--- src/rtl/rom_arb.sv ---
`timescale 1ns/1ps
// -----------------------------------------------------------------------------
// rom_arb
//   Two-requester round-robin arbiter in front of a single synchronous ROM
//   controller. One read is in flight at a time. The FSM walks
//   IDLE -> READ -> CAPT -> RESP: READ presents the address to the ROM, CAPT
//   waits for the registered ROM output, and RESP holds the captured word
//   until the owning requester accepts it.
//
// Parameters
//   ADDR_W  ROM address width
//   DATA_W  ROM data width
//
// Ports
//   i_clk        clock, all state on the rising edge
//   i_rst_n      asynchronous active-low reset
//   i_req_valid  per-requester read request (bit k = requester k)
//   i_req_addr0  requester 0 read address
//   i_req_addr1  requester 1 read address
//   o_req_ready  per-requester request accept (at most one bit high)
//   o_rsp_valid  per-requester response valid (at most one bit high)
//   i_rsp_ready  per-requester response accept
//   o_rsp_data   response word for the requester whose o_rsp_valid is high
//   o_rom_en     ROM enable, high only while the address is presented
//   o_rom_addr   ROM address
//   i_rom_data   ROM read data, valid the cycle after o_rom_en is sampled
// -----------------------------------------------------------------------------
module rom_arb #(
  parameter int ADDR_W = 8,
  parameter int DATA_W = 8
) (
  input  logic              i_clk,
  input  logic              i_rst_n,
  input  logic [1:0]        i_req_valid,
  input  logic [ADDR_W-1:0] i_req_addr0,
  input  logic [ADDR_W-1:0] i_req_addr1,
  output logic [1:0]        o_req_ready,
  output logic [1:0]        o_rsp_valid,
  input  logic [1:0]        i_rsp_ready,
  output logic [DATA_W-1:0] o_rsp_data,
  output logic              o_rom_en,
  output logic [ADDR_W-1:0] o_rom_addr,
  input  logic [DATA_W-1:0] i_rom_data
);

  typedef enum logic [1:0] {
    IDLE = 2'd0,
    READ = 2'd1,
    CAPT = 2'd2,
    RESP = 2'd3
  } state_t;

  state_t state, state_nxt;

  // Round-robin pointer: when both requesters are valid, requester 1 wins
  // if favour1 is set. Reset favours requester 0.
  logic favour1;

  logic              sel_vld;
  logic              sel_id;
  logic [ADDR_W-1:0] sel_addr;
  logic              accept;

  // Transaction owner and address, captured on accept
  logic              id_p0;
  logic [ADDR_W-1:0] addr_p0;

  // Response word, captured from the ROM at the CAPT -> RESP edge
  logic [DATA_W-1:0] rsp_data_p2;

  // Requester selection, evaluated every cycle but only used in IDLE
  always_comb begin
    sel_vld = |i_req_valid;
    sel_id  = 1'b0;
    case (i_req_valid)
      2'b01:   sel_id = 1'b0;
      2'b10:   sel_id = 1'b1;
      2'b11:   sel_id = favour1;
      default: sel_id = 1'b0;
    endcase
    sel_addr = sel_id ? i_req_addr1 : i_req_addr0;
  end

  // Next state and outputs
  always_comb begin
    state_nxt   = state;
    accept      = 1'b0;
    o_req_ready = 2'b00;
    o_rsp_valid = 2'b00;
    o_rom_en    = 1'b0;
    o_rom_addr  = '0;
    case (state)
      IDLE: begin
        // Gate with reset so no accept is advertised while reset is held
        if (sel_vld && i_rst_n) begin
          o_req_ready[sel_id] = 1'b1;
          accept              = 1'b1;
          state_nxt           = READ;
        end
      end
      READ: begin
        o_rom_en   = 1'b1;
        o_rom_addr = addr_p0;
        state_nxt  = CAPT;
      end
      CAPT: begin
        state_nxt = RESP;
      end
      RESP: begin
        o_rsp_valid[id_p0] = 1'b1;
        // Only the owner's ready bit matters
        if (i_rsp_ready[id_p0]) begin
          state_nxt = IDLE;
        end
      end
      default: state_nxt = IDLE;
    endcase
  end

  assign o_rsp_data = rsp_data_p2;

  // Control state and response register
  always_ff @(posedge i_clk or negedge i_rst_n) begin
    if (!i_rst_n) begin
      state       <= IDLE;
      favour1     <= 1'b0;
      id_p0       <= 1'b0;
      rsp_data_p2 <= '0;
    end else begin
      state <= state_nxt;
      if (accept) begin
        id_p0   <= sel_id;
        // Pointer moves only on an accept, towards the requester not served
        favour1 <= ~sel_id;
      end
      if (state == CAPT) begin
        rsp_data_p2 <= i_rom_data;
      end else if (state == RESP && i_rsp_ready[id_p0]) begin
        // Response data reads as zero whenever no response is offered
        rsp_data_p2 <= '0;
      end
    end
  end

  // Address capture; only observed through o_rom_addr in READ, so no reset
  always_ff @(posedge i_clk) begin
    if (accept) begin
      addr_p0 <= sel_addr;
    end
  end

endmodule

--- config.mk ---
export PLATFORM = sky130hd
export DESIGN_NAME = rom_arb
export DESIGN_NICKNAME = d
export VERILOG_FILES = /design/src/rtl/rom_arb.sv
export SDC_FILE = /design/constraint.sdc
export NUM_CORES = 1
export LEC_CHECK = 0
export ABC_AREA = 0
export BUFFER_PORTS_ARGS = -buffer_cell sky130_fd_sc_hd__buf_2
export CORE_UTILIZATION = 40
export DETAILED_ROUTE_END_ITERATION = 16
export GPL_TIMING_DRIVEN = 0
export HOLD_SLACK_MARGIN = 0.1
export MAX_ROUTING_LAYER = met4
export PLACE_DENSITY = 0.81
export SLEW_MARGIN = 15
export SYNTH_ARGS = -nofsm -noshare
export SYNTH_HDL_FRONTEND = slang
export SYNTH_SLANG_ARGS = --single-unit
export TNS_END_PERCENT = 20
--- constraint.sdc ---
create_clock -name i_clk -period 2.5 [get_ports i_clk]
set_clock_uncertainty 0.2 [all_clocks]
set_input_delay 0.75 -clock i_clk [delete_from_list [all_inputs] [get_ports i_clk]]
set_output_delay 0.75 -clock i_clk [all_outputs]
set_load 0.03 [all_outputs]
## After elaboration in Yosys (flattened, before gate mapping)

Index checks and enable logic that the tools add are counted.

- Bits in registers: 20
- Input port bits: 30
- Word-level logic and storage cells: 45

- Magnitude comparators: 4
- Eq/ne operators: 7
- Multiplexer cells: 20
- Bitwise gates (word level): 1
- Reduce and logical (&&, ||, !) cells: 8

Operator list:

| cell | count |
|---|---|
| $mux W8 | 4 |
| $mux W2 | 5 |
| $eq A2 B2 Y1 const B | 4 |
| $pmux W2 S4 | 1 |
| $mux W1 | 7 |
| $logic_and A1 B1 Y1 | 4 |
| $lt A1 B2 Y1 const B | 2 |
| $ne A2 B2 Y1 const B | 2 |
| $demux W1 S1 | 2 |
| $eq A2 B1 Y1 const B | 1 |
| $ge A1 B1 Y1 const B | 2 |
| $logic_not A2 Y1 | 1 |
| $pmux W1 S2 | 1 |
| $reduce_and A2 Y1 | 1 |
| $reduce_bool A2 Y1 | 1 |
| $reduce_or A2 Y1 | 1 |
| $not A1 Y1 | 1 |

## Logic depth before layout (Yosys ltp)

Gate-level depths: netlist of the first run.

- Depth in word-level cells: 8
- Mapped depth: 5
- Mapped depth without buffers: 5

## Least setup slack after synthesis of the first run

OpenSTA, ideal clock, no wires.

- Path type: input to output
- Start: input i_req_valid[0]
- End: output o_req_ready[1]
- Data arrival time: 1.483 ns
- Setup slack: 0.067 ns
- Cell stages on the path: 4
- Path buffers: 1
- Cells stage by stage: inv_1 -> o21ai_1 -> buf_4 -> nor2_1

- Cells in the longest elaborated chain, start to end: 8

Ends and longest elaborated chain:

| what | RTL line | RTL |
|---|---|---|
| start, declared | 34 | `input logic [1:0] i_req_valid,` |
| $eq A2 B2 Y1 | 75 | `case (i_req_valid)` |
| $pmux W1 S2 | 75 |  |
| $lt A1 B2 Y1 (not written as such) / $ge A1 B1 Y1 (equally long branches) | 96 | `o_req_ready[sel_id] = 1'b1;` |
| $logic_and A1 B1 Y1 (not written as such) | 96 |  |
| $mux W1 (not written as such) | 96 |  |
| $demux W1 S1 | 96 |  |
| $mux W2 * | 95 | `if (sel_vld && i_rst_n) begin` |
| $mux W2 * | 92 | `case (state)` |
| end, declared | 37 | `output logic [1:0] o_req_ready,` |

Mark *: on every way between the ends. The rest lies on a longest branch, timed or not.

## Final worst setup path of the first run

- Start: input i_req_valid[1]
- End: output o_req_ready[0]

Same word-level chain as after synthesis.

==> results of run 1 <==
## what timing repair did
| action | CTS | global route |
|---|---|---|
| endpoints found under the hold margin | 12 | 0 |
| endpoints found under the setup margin | 2 | 10 |
| setup buffers | 4 | 2 |
| pin swaps | 0 | 1 |
| gates cloned | 0 | 0 |
| gates resized for setup | 3 | 5 |
| hold buffers | 1 | 0 |
## cells by family (layout without fill, tap and decap cells)
group / count (synthesis) / after routing / share of synthesized area [%]
mux: 12 / 12 / 14.4
buf+inv: 7 / 68 / 3.06
flops: 20 / 20 / 55.0
fa+ha+maj: 5 / 5 / 6.37
simple gates: 14 / 14 / 8.02
compound gates: 14 / 14 / 13.1
## where the power goes
part           internal (mW)  switching, mW
sequential             0.461         0.0681
combinational          0.353          0.520
clock                  0.162         0.0952
## per-layer routing
layer	part of all wire, %	vias up
li1	-	379
met2	43	48
met3	8.9	4
met5	0	-
met1	46	349
met4	2.3	0
## critical path, stage by stage
cell,delay [ps]
buf_2,130
o211ai_4,230
inv_2,50
and2_1,150
buf_4,160
## state kept, by name, summed over array words and instances, names as in the netlist
register	count
addr_p0	8
favour1	1
id_p0	1
o_rsp_data	8
state	2
## stage by stage
stage	area (sq um)	util, %
5_1_grt	1400	62.0
2_1_floorplan	982	-
3_5_place_dp	1270	56.2
3_3_place_gp	1270	56.2
4_1_cts	1370	60.7
6_report	1400	62.0
## cell type report
type,instances,share of cell area [%]
plain buffers,2,0.806
repair buffers,57,22.2
clock inverters,1,2.15
inverters,5,1.34
multi-input cells,45,30.7
well taps,28,2.51
flip-flops and latches,20,38.7
clock buffers,3,1.61
## synth_stat cells (all sizes together)
cell type	count
buf	2
o21ai	3
mux2	11
dfrtp	12
o211ai	1
a22o	8
a2bb2oi	1
ha	5
edfxtp	8
mux2i	1
inv	5
a21oi	1
nor2	3
nand2	1
and2	10
## worst paths after layout
kind	from	to	slack (ps)	depth (start not counted)
min reg2reg	o_rsp_data[6]	o_rsp_data[6]	310	1
min	o_rsp_data[6]	o_rsp_data[6]	310	1
min in group asynchronous	i_rst_n	o_rsp_data[0]	780	2
max in group asynchronous	i_rst_n	favour1	980	2
max	i_req_valid[1]	o_req_ready[0]	70	5
max reg2reg	state[0]	state[1]	770	5
## cell usage in the layout (no fill, tap or decap), types with 2 or more instances in the layout
cell	instances
inv_2	3
a22o_1	8
edfxtp_1	8
mux2_4	2
buf_2	48
mux2_1	9
ha_1	3
ha_2	2
dfrtp_1	12
and2_1	9
inv_1	2
buf_4	9
nor2_1	3
clkbuf_4	3
==> impl_results.md, run 1 <==
* Run status: completed
* Post-synth cell types at 20
* Max_slew headroom at 65.2%
* Most used routing layer: met2
* WL/cell at between 10 and 15 um
* Number of diodes at 0
* #FFs+latches synth at 20
* Setup WS pre-CTS at -227 ps
* Iter 0 DRT Violations at 10
* GRT Total Usage at between 10% and 20%
* Fin crit period at 2430 ps
* Startpoint types: primary input
* H-Tree Depth at 1
* Hold Crit Class: reg -> reg
* Port buffer count at 50
* Register Area at 541 sq um
* # fillers at 194
* Slew of the pin with the lowest slew margin at 521 ps
* Clock transition at the registers of the reported paths at about 110 ps
* Final WL at 1980 um
* Post-synth top area cell: dfrtp_1
* Hold WS at 311 ps
* Setup Viol. Count Final at 0
* Synth-to-layout area growth at 42.3%
* Cells after Synth at just over 70
* # Max-Cap Violations at 0
* Clk root buf: clkbuf_4
* Leakage Power at 0.712 nW
* Final period util at between 90% and 100%
* Final net count at 169
* Drt pass-1 iters at 2
* Critical Path RT at between 1500 and 2000 ps
* Unrepaired setup endpoints after global routing: true
* Setup TNS at 0 ps
* Critical path class: in -> out
* Max VDD drop at 0.000749 V
* Met1 Usage GRT at roughly 22%
* CP Max Fanout at 4
* Vias in the first global route at slightly above 700
* CTS tree: yes
* Max Slew Vio Count at 0
* Post-DRT Antenna Nets at 0
* Post-DP HPWL at approximately 1500 um
* First-pass GRT wire length at 3110 um
* Avg Cell Area, Syn at 13.6 sq um
* Setup ws final at 70.9 ps
* CP Capture Type: output pin
* # IOs at 51
* Die area at 0.00266 sq mm
* Pwr Total at roughly 1.7 mW
* Overall die height at 51.6 um
* Ranking of synthesized cells by area: dfrtp_1 (31%), edfxtp_1 (24%), mux2_1 (10%), a22o_1 (7.1%), ha_1 (6.4%)
* Area of the multi-input gates at 429 sq um
* Vias per cell at roughly 4.8
* Final hold viol count at 0
* Register area share after synthesis at approximately 55%
* Non-filler cells, final at 161
* Synth Warn # at 0
* Peak Freq at a little over 400 MHz
* Share of cells above drive strength 1 at 54.9%
* Synthesized cell area at 982 sq um
* Die width at 51.6 um
* Clock Tree Buf Depth at 2
* Met2 usage at 26.4%
* Later-pin clock latency in the skew report at around 300 ps
* Pwr dens at 1190 mW/mm^2
* CTS sink count at 20
* Initial antenna violation count at 0
* Synth top area share at 30.6%
* Arrival time worst endpoint at 1480 ps
* Net count after synthesis at 107
* GRT overflow at 0
* Area of the core at around 0.0023 sq mm
* Largest net degree at the start of global routing at 13
* CTS Buf Count at 3
* FP Rows at 17
* GR Util met3 at under 10%
* RePlAce Congestion at 0.712
* Placed instance count at 150
* Vias at between 700 and 800
* Remaining DRCs at 0
* Starting Density at 43.6%
Power figures use the tool's default switching activity.
==> run 2, diff against run 1 <==
--- a/config.mk
+++ b/config.mk
@@ -7,12 +7,12 @@
 export LEC_CHECK = 0
 export ABC_AREA = 0
 export BUFFER_PORTS_ARGS = -buffer_cell sky130_fd_sc_hd__buf_2
-export CORE_UTILIZATION = 40
+export CORE_UTILIZATION = 44
 export DETAILED_ROUTE_END_ITERATION = 16
 export GPL_TIMING_DRIVEN = 0
 export HOLD_SLACK_MARGIN = 0.1
 export MAX_ROUTING_LAYER = met4
-export PLACE_DENSITY = 0.81
+export PLACE_DENSITY = 0.87
 export SLEW_MARGIN = 15
 export SYNTH_ARGS = -nofsm -noshare
 export SYNTH_HDL_FRONTEND = slang
==> run 2 against run 1 <==
Compared with the run above: combinational power is 2.5% higher; clock power is 39% lower; cell count is 1.2% lower; first-iteration DRC count is 80% lower; routed wire length is 2.6% higher; clock-buffer cell count is 1 higher; power is 4.9% lower; utilization is 6.0 points higher; die area is 8.7% lower; critical path type unchanged.
==> impl_results.md, run 2 (synthesis results as in run 1) <==
* Post-DRT Antenna Nets at 0 (unchanged)
* Max VDD drop at 0.000736 V (-1.8%)
* Vias in the first global route at 790 (+9.3%)
* Startpoint types: primary input
* Clk root buf: clkbuf_4
* Worst R2R Path Depth at 5 (unchanged)
* Final WL at 2030 um (+2.6%)
* GRT Total Usage at 19.6% (+2.5 points)
* Run status: completed
* Commonest non-fill, non-tap cell in the layout: buf_2
* FP Rows at 16 (-1)
* Setup Viol. Count Final at 0 (unchanged)
* Setup WS pre-CTS at -236 ps (-8.56 ps)
* Unrepaired setup endpoints after global routing: false
* Drt pass-1 iters at 3 (+1)
* Remaining DRCs at 0 (unchanged)
* RePlAce Congestion at 0.670 (-6.0%)
* Initial antenna violation count at 0 (unchanged)
* Final hold viol count at 0 (unchanged)
* Critical path class: in -> out
* CP Max Fanout at 4 (unchanged)
* Max_slew headroom at 65.5% (+0.28 points)
* CTS Buf Count at 3 (unchanged)
* Hold Path Origin: o_rsp_data[4]
* Leakage Power at 0.696 nW (-2.3%)
* WL/cell at 12.8 um (+3.9%)
* CTS sink count at 20 (unchanged)
* # Max-Cap Violations at 0 (unchanged)
* H-Tree Depth at 1 (unchanged)
* Fin util at 68.0% (+6.0 points)
* Final net count at 168 (-0.59%)
* Synth-to-layout area growth at 40.0%
* Setup ws final at 70.1 ps (-0.791 ps)
* R2r startpoint: state[0]
* R2R setup slack at 760 ps (about the same)
* Hold endpoint: o_rsp_data[4]
* Hold Crit Class: reg -> reg
* Number of diodes at 0 (unchanged)
* Clock Tree Buf Depth at 2 (unchanged)
* Post-DP HPWL at 1510 um (+1.6%)
* Hold depth at 1 (unchanged)
* RR Endpoint: o_rsp_data[3]
* Share of cells above drive strength 1 at 53.8% (-1.1 points)
* CP Capture Type: output pin
* Placed instance count at 149 (-0.67%)
* Vias per cell at 4.97 (+2.7%)
* Slew of the pin with the lowest slew margin at 516 ps (-5.92 ps)
* CTS tree: yes
* Max Slew Vio Count at 0 (unchanged)
* Area of the core at 0.00202 sq mm (-10%)
* Peak Freq at 412 MHz (about the same)
* Largest net degree at the start of global routing at 13 (unchanged)
* Critical Path RT at 1550 ps (about the same)
* # fillers at 162 (-16%)
* # IOs at 51 (unchanged)
* Die area at 0.00243 sq mm (-8.7%)
* Most frequent cells in the layout: buf_2 (48), dfrtp_1 (12), and2_1 (9), mux2_1 (9)
* Die width at 49.2 um (-4.5%)
* Overall die height at 49.2 um (-4.5%)
* Iter 0 DRT Violations at 2 (-8)
* Arrival time worst endpoint at 1480 ps (about the same)
* Final period util at 97.2% (about the same)
* Non-filler cells, final at 159 (-1.2%)
* Pwr dens at 1150 mW/mm^2 (-3.3%)
* Starting Density at 48.6% (+5.0 points)
* First-pass GRT wire length at 3410 um (+9.5%)
* Later-pin clock latency in the skew report at 300 ps (about the same)
* Clock transition at the registers of the reported paths at 100 ps (about the same)
* Vias at 791 (+1.4%)
* GRT overflow at 0 (unchanged)
* Fin crit period at 2430 ps (+0.791 ps)
* Port buffer count at 50 (unchanged)
## run 2: critical path: stages
cell and delay, ps:
buf_2 130, o211ai_4 240, inv_4 50, and2_1 150, buf_4 160
## run 2: repair_timing
action / CTS / global route
gates resized for setup: 7 / 3
setup buffers: 3 / 2
pin swaps: 0 / 1
hold buffers: 1 / 0
setup endpoints to repair: 4 / 10
endpoints found under the hold margin: 12 / 0
## run 2: worst max path at each step
stage | slack [ps] | startpoint | to
6_report | 70 | i_req_valid[1] | o_req_ready[0]
5_1_grt | 3 | state[0] | o_req_ready[0]
4_1_cts | 7 | state[1] | o_req_ready[0]
3_5_place_dp | -240 | i_rst_n | o_req_ready[0]
3_3_place_gp | -190 | i_rst_n | o_req_ready[0]
2_1_floorplan | 70 | i_req_valid[0] | o_req_ready[1]
## run 2: area by class of cell
type	count	area (sq um)	share of cell area, %
inverter	5	21.3	1.55
buffer	2	11.3	0.819
multi-input combinational	45	439	31.9
sequential	20	541	39.3
timing repair buffer	56	303	22.0
tap	27	33.8	2.46
clock buffer	4	26.3	1.91
## run 2: where the power goes
part | total, mW | switching, mW | internal [mW]
logic | 0.895 | 0.534 | 0.361
registers | 0.526 | 0.0651 | 0.461
clock network | 0.158 | 0.0955 | 0.0622
## run 2: layer usage
| metal | GRT usage [%] | routed length, um | up-vias |
|---|---|---|---|
| li1 | - | - | 376 |
| met4 | 11.8 | 47 | 0 |
| met5 | - | 0 | - |
| met1 | 22.7 | 836 | 371 |
| met3 | 3.12 | 132 | 4 |
| met2 | 31.7 | 1020 | 40 |
## run 2: per-stage QoR
step | TNS, ps | power (mW) | hold slack [ps] | instance area, sq um
after global routing | 0 | 1.68 | 328 | 1380
after CTS | 0 | 1.54 | 305 | 1340
final | 0 | 1.58 | 298 | 1380
after global placement | -232 | 1.31 | 272 | 1270
after floorplan | 0 | 1.13 | 254 | 982
after detailed placement | -274 | 1.36 | 279 | 1270
==> run 3, diff against run 2 <==
--- a/config.mk
+++ b/config.mk
@@ -7,6 +7,7 @@
 export LEC_CHECK = 0
 export ABC_AREA = 0
 export BUFFER_PORTS_ARGS = -buffer_cell sky130_fd_sc_hd__buf_2
+export CORE_ASPECT_RATIO = 0.9
 export CORE_UTILIZATION = 44
 export DETAILED_ROUTE_END_ITERATION = 16
 export GPL_TIMING_DRIVEN = 0
==> run 3 against run 2 <==
Compared with the run above: die area about the same; power up 6.1%; design area up 1.8%; sequential share of layout area down 0.70 points; critical endpoint unchanged.
==> impl_results.md, run 3 (synthesis results as in run 1) <==
* Critical path class: in -> out
* Vias at 800 (+1.1%)
* Hold WS at 307 ps (+9.01 ps)
* Initial antenna violation count at 0 (unchanged)
* Unrepaired setup endpoints after global routing: true
* First-pass GRT wire length at 3390 um (-0.62%)
* CP Max Fanout at 9 (+5)
* FP Rows at 15 (-1)
* Share of cells above drive strength 1 at 54.9% (+1.1 points)
* Post-DP HPWL at 1650 um (+9.6%)
* Hold Crit Class: reg -> reg
* Overall die height at 46.8 um (-4.9%)
* Arrival time worst endpoint at 1510 ps (+30 ps)
* Die area at 0.00243 sq mm (about the same)
* Later-pin clock latency in the skew report at 310 ps (about the same)
* Slew of the pin with the lowest slew margin at 547 ps (+31.2 ps)
* Post-DRT Antenna Nets at 0 (unchanged)
* Leakage Power at 0.713 nW (+2.5%)
* DP Area at 0.00126 sq mm (-0.20%)
* CTS sink count at 20 (unchanged)
* Clk root buf: clkbuf_4
* Die width at 51.8 um (+5.2%)
* Largest net degree at the start of global routing at 13 (unchanged)
* Worst path slowest cell: buf_6
* Vias per cell at 5.06 (+1.8%)
* CTS Buf Count at 3 (unchanged)
* Run status: completed
* Max_slew headroom at 63.4% (-2.1 points)
* Peak Freq at 407 MHz (-1.0%)
* Number of diodes at 0 (unchanged)
* Register Area at 541 sq um (unchanged)
* WL/cell at 14.3 um (+12%)
* Critical Path RT at 1550 ps (about the same)
* RePlAce Congestion at 0.717 (+7.0%)
* CTS tree: yes
* Clock transition at the registers of the reported paths at 110 ps (about the same)
* Final WL at 2250 um (+11%)
* # fillers at 138 (-15%)
* Port buffer count at 50 (unchanged)
* GRT overflow at 0 (unchanged)
* Fin crit period at 2460 ps (+25.1 ps)
* Final net count at 169 (+0.60%)
* Iter 0 DRT Violations at 13 (+11)
* Commonest non-fill, non-tap cell in the layout: buf_2
* Critical-path cell list: buf_2 > inv_1 > o21ai_2 > buf_6 > and2_1 > buf_4
* Final instance area at 0.00140 sq mm (+1.8%)
* H-Tree Depth at 1 (unchanged)
* GRT Total Usage at 21.1% (+1.6 points)
* # IOs at 51 (unchanged)
* Synth-to-layout area growth at 42.5%
* Crit-path max cell delay at 160 ps (-80 ps)
* Starting Density at 48.9% (+0.33 points)
* # Max-Cap Violations at 0 (unchanged)
* Area of the core at 0.00201 sq mm (-0.68%)
* Final period util at 98.2% (+1.0 points)
* Clock Tree Buf Depth at 2 (unchanged)
* Startpoint types: primary input
* Area of the multi-input gates at 429 sq um (-2.3%)
* Remaining DRCs at 0 (unchanged)
* CP Capture Type: output pin
* Pwr dens at 1200 mW/mm^2 (+4.2%)
* Final hold viol count at 0 (unchanged)
* Vias in the first global route at 779 (-1.4%)
* Max VDD drop at 0.000700 V (-4.8%)
* Setup Viol. Count Final at 0 (unchanged)
* Most frequent cells in the layout: buf_2 (48), dfrtp_1 (12), and2_1 (9), mux2_1 (9)
* Max Slew Vio Count at 0 (unchanged)
* Drt pass-1 iters at 4 (+1)
run 3: changes by cell type in the layout (fill, tap and decap cells not counted):
cell       delta
bufinv_16     +1
buf_6         +1
ha_4          -1
ha_2          +1
clkbuf_1      -1
run 3: layer usage:
metal | vias to the layer above | routed length (um) | GRT usage, %
li1 | 380 | - | -
met1 | 396 | 905 | 22.5
met2 | 20 | 1220 | 37.4
met3 | 4 | 74 | 4.21
met4 | 0 | 51 | 11.9
met5 | - | 0 | -
run 3: per-stage QoR:
step / power, mW / std cells / setup slack [ps] / util [%] / TNS, ps
final: 1.68 / 158 / 44.9 / 69.7 / 0
after floorplan: 1.13 / 72 / 67.4 / - / 0
after CTS: 1.64 / 154 / 5.44 / 67.8 / 0
after global routing: 1.77 / 158 / -14.3 / 69.7 / -14.3
after global placement: 1.31 / 147 / -200 / 62.9 / -252
after detailed placement: 1.35 / 147 / -235 / 62.9 / -322
run 3: worst max-delay path, delay by kind of cell:
kind | cells | cell delay [ps]
AOI/OAI and AO/OA | 1 | 140
buffers and inverters | 4 | 480
and+or+nand+nor | 1 | 130
run 3: where the power goes:
part | switching, mW | internal [mW] | leakage, nW
Combinational | 0.534 | 0.352 | 0.463
Clock | 0.102 | 0.162 | 0.0279
Sequential | 0.0648 | 0.461 | 0.222
Total | 0.701 | 0.975 | 0.713
run 3: final cells by class:
| class | instances | area share [%] |
|---|---|---|
| tap | 25 | 2.23 |
| multi-input combinational | 45 | 30.7 |
| sequential | 20 | 38.6 |
| inverter | 5 | 1.52 |
| timing repair buffer | 57 | 22.2 |
| clock buffer | 3 | 1.61 |
| buffer | 2 | 1.07 |
| clock inverter | 1 | 2.14 |
run 3: path summary, 6_finish.rpt:
path / start / to / slack, ps / depth (start not counted)
hold reg to reg: o_rsp_data[6] / o_rsp_data[6] / 310 / 1
hold / removal: o_rsp_data[6] / o_rsp_data[6] / 310 / 1
setup reg to reg: state[0] / favour1 / 790 / 6
min in group asynchronous: i_rst_n / favour1 / 780 / 2
setup / recovery: i_req_valid[0] / o_req_ready[0] / 40 / 6
max in group asynchronous: i_rst_n / state[0] / 940 / 2
run 3: timing repair:
| item | in CTS | in global routing |
|---|---|---|
| hold buffers | 1 | 0 |
| endpoints found under the hold margin | 12 | 0 |
| resized for setup | 8 | 2 |
| setup endpoints to repair | 5 | 9 |
| pin swaps | 1 | 0 |
| buffers inserted | 2 | 4 |
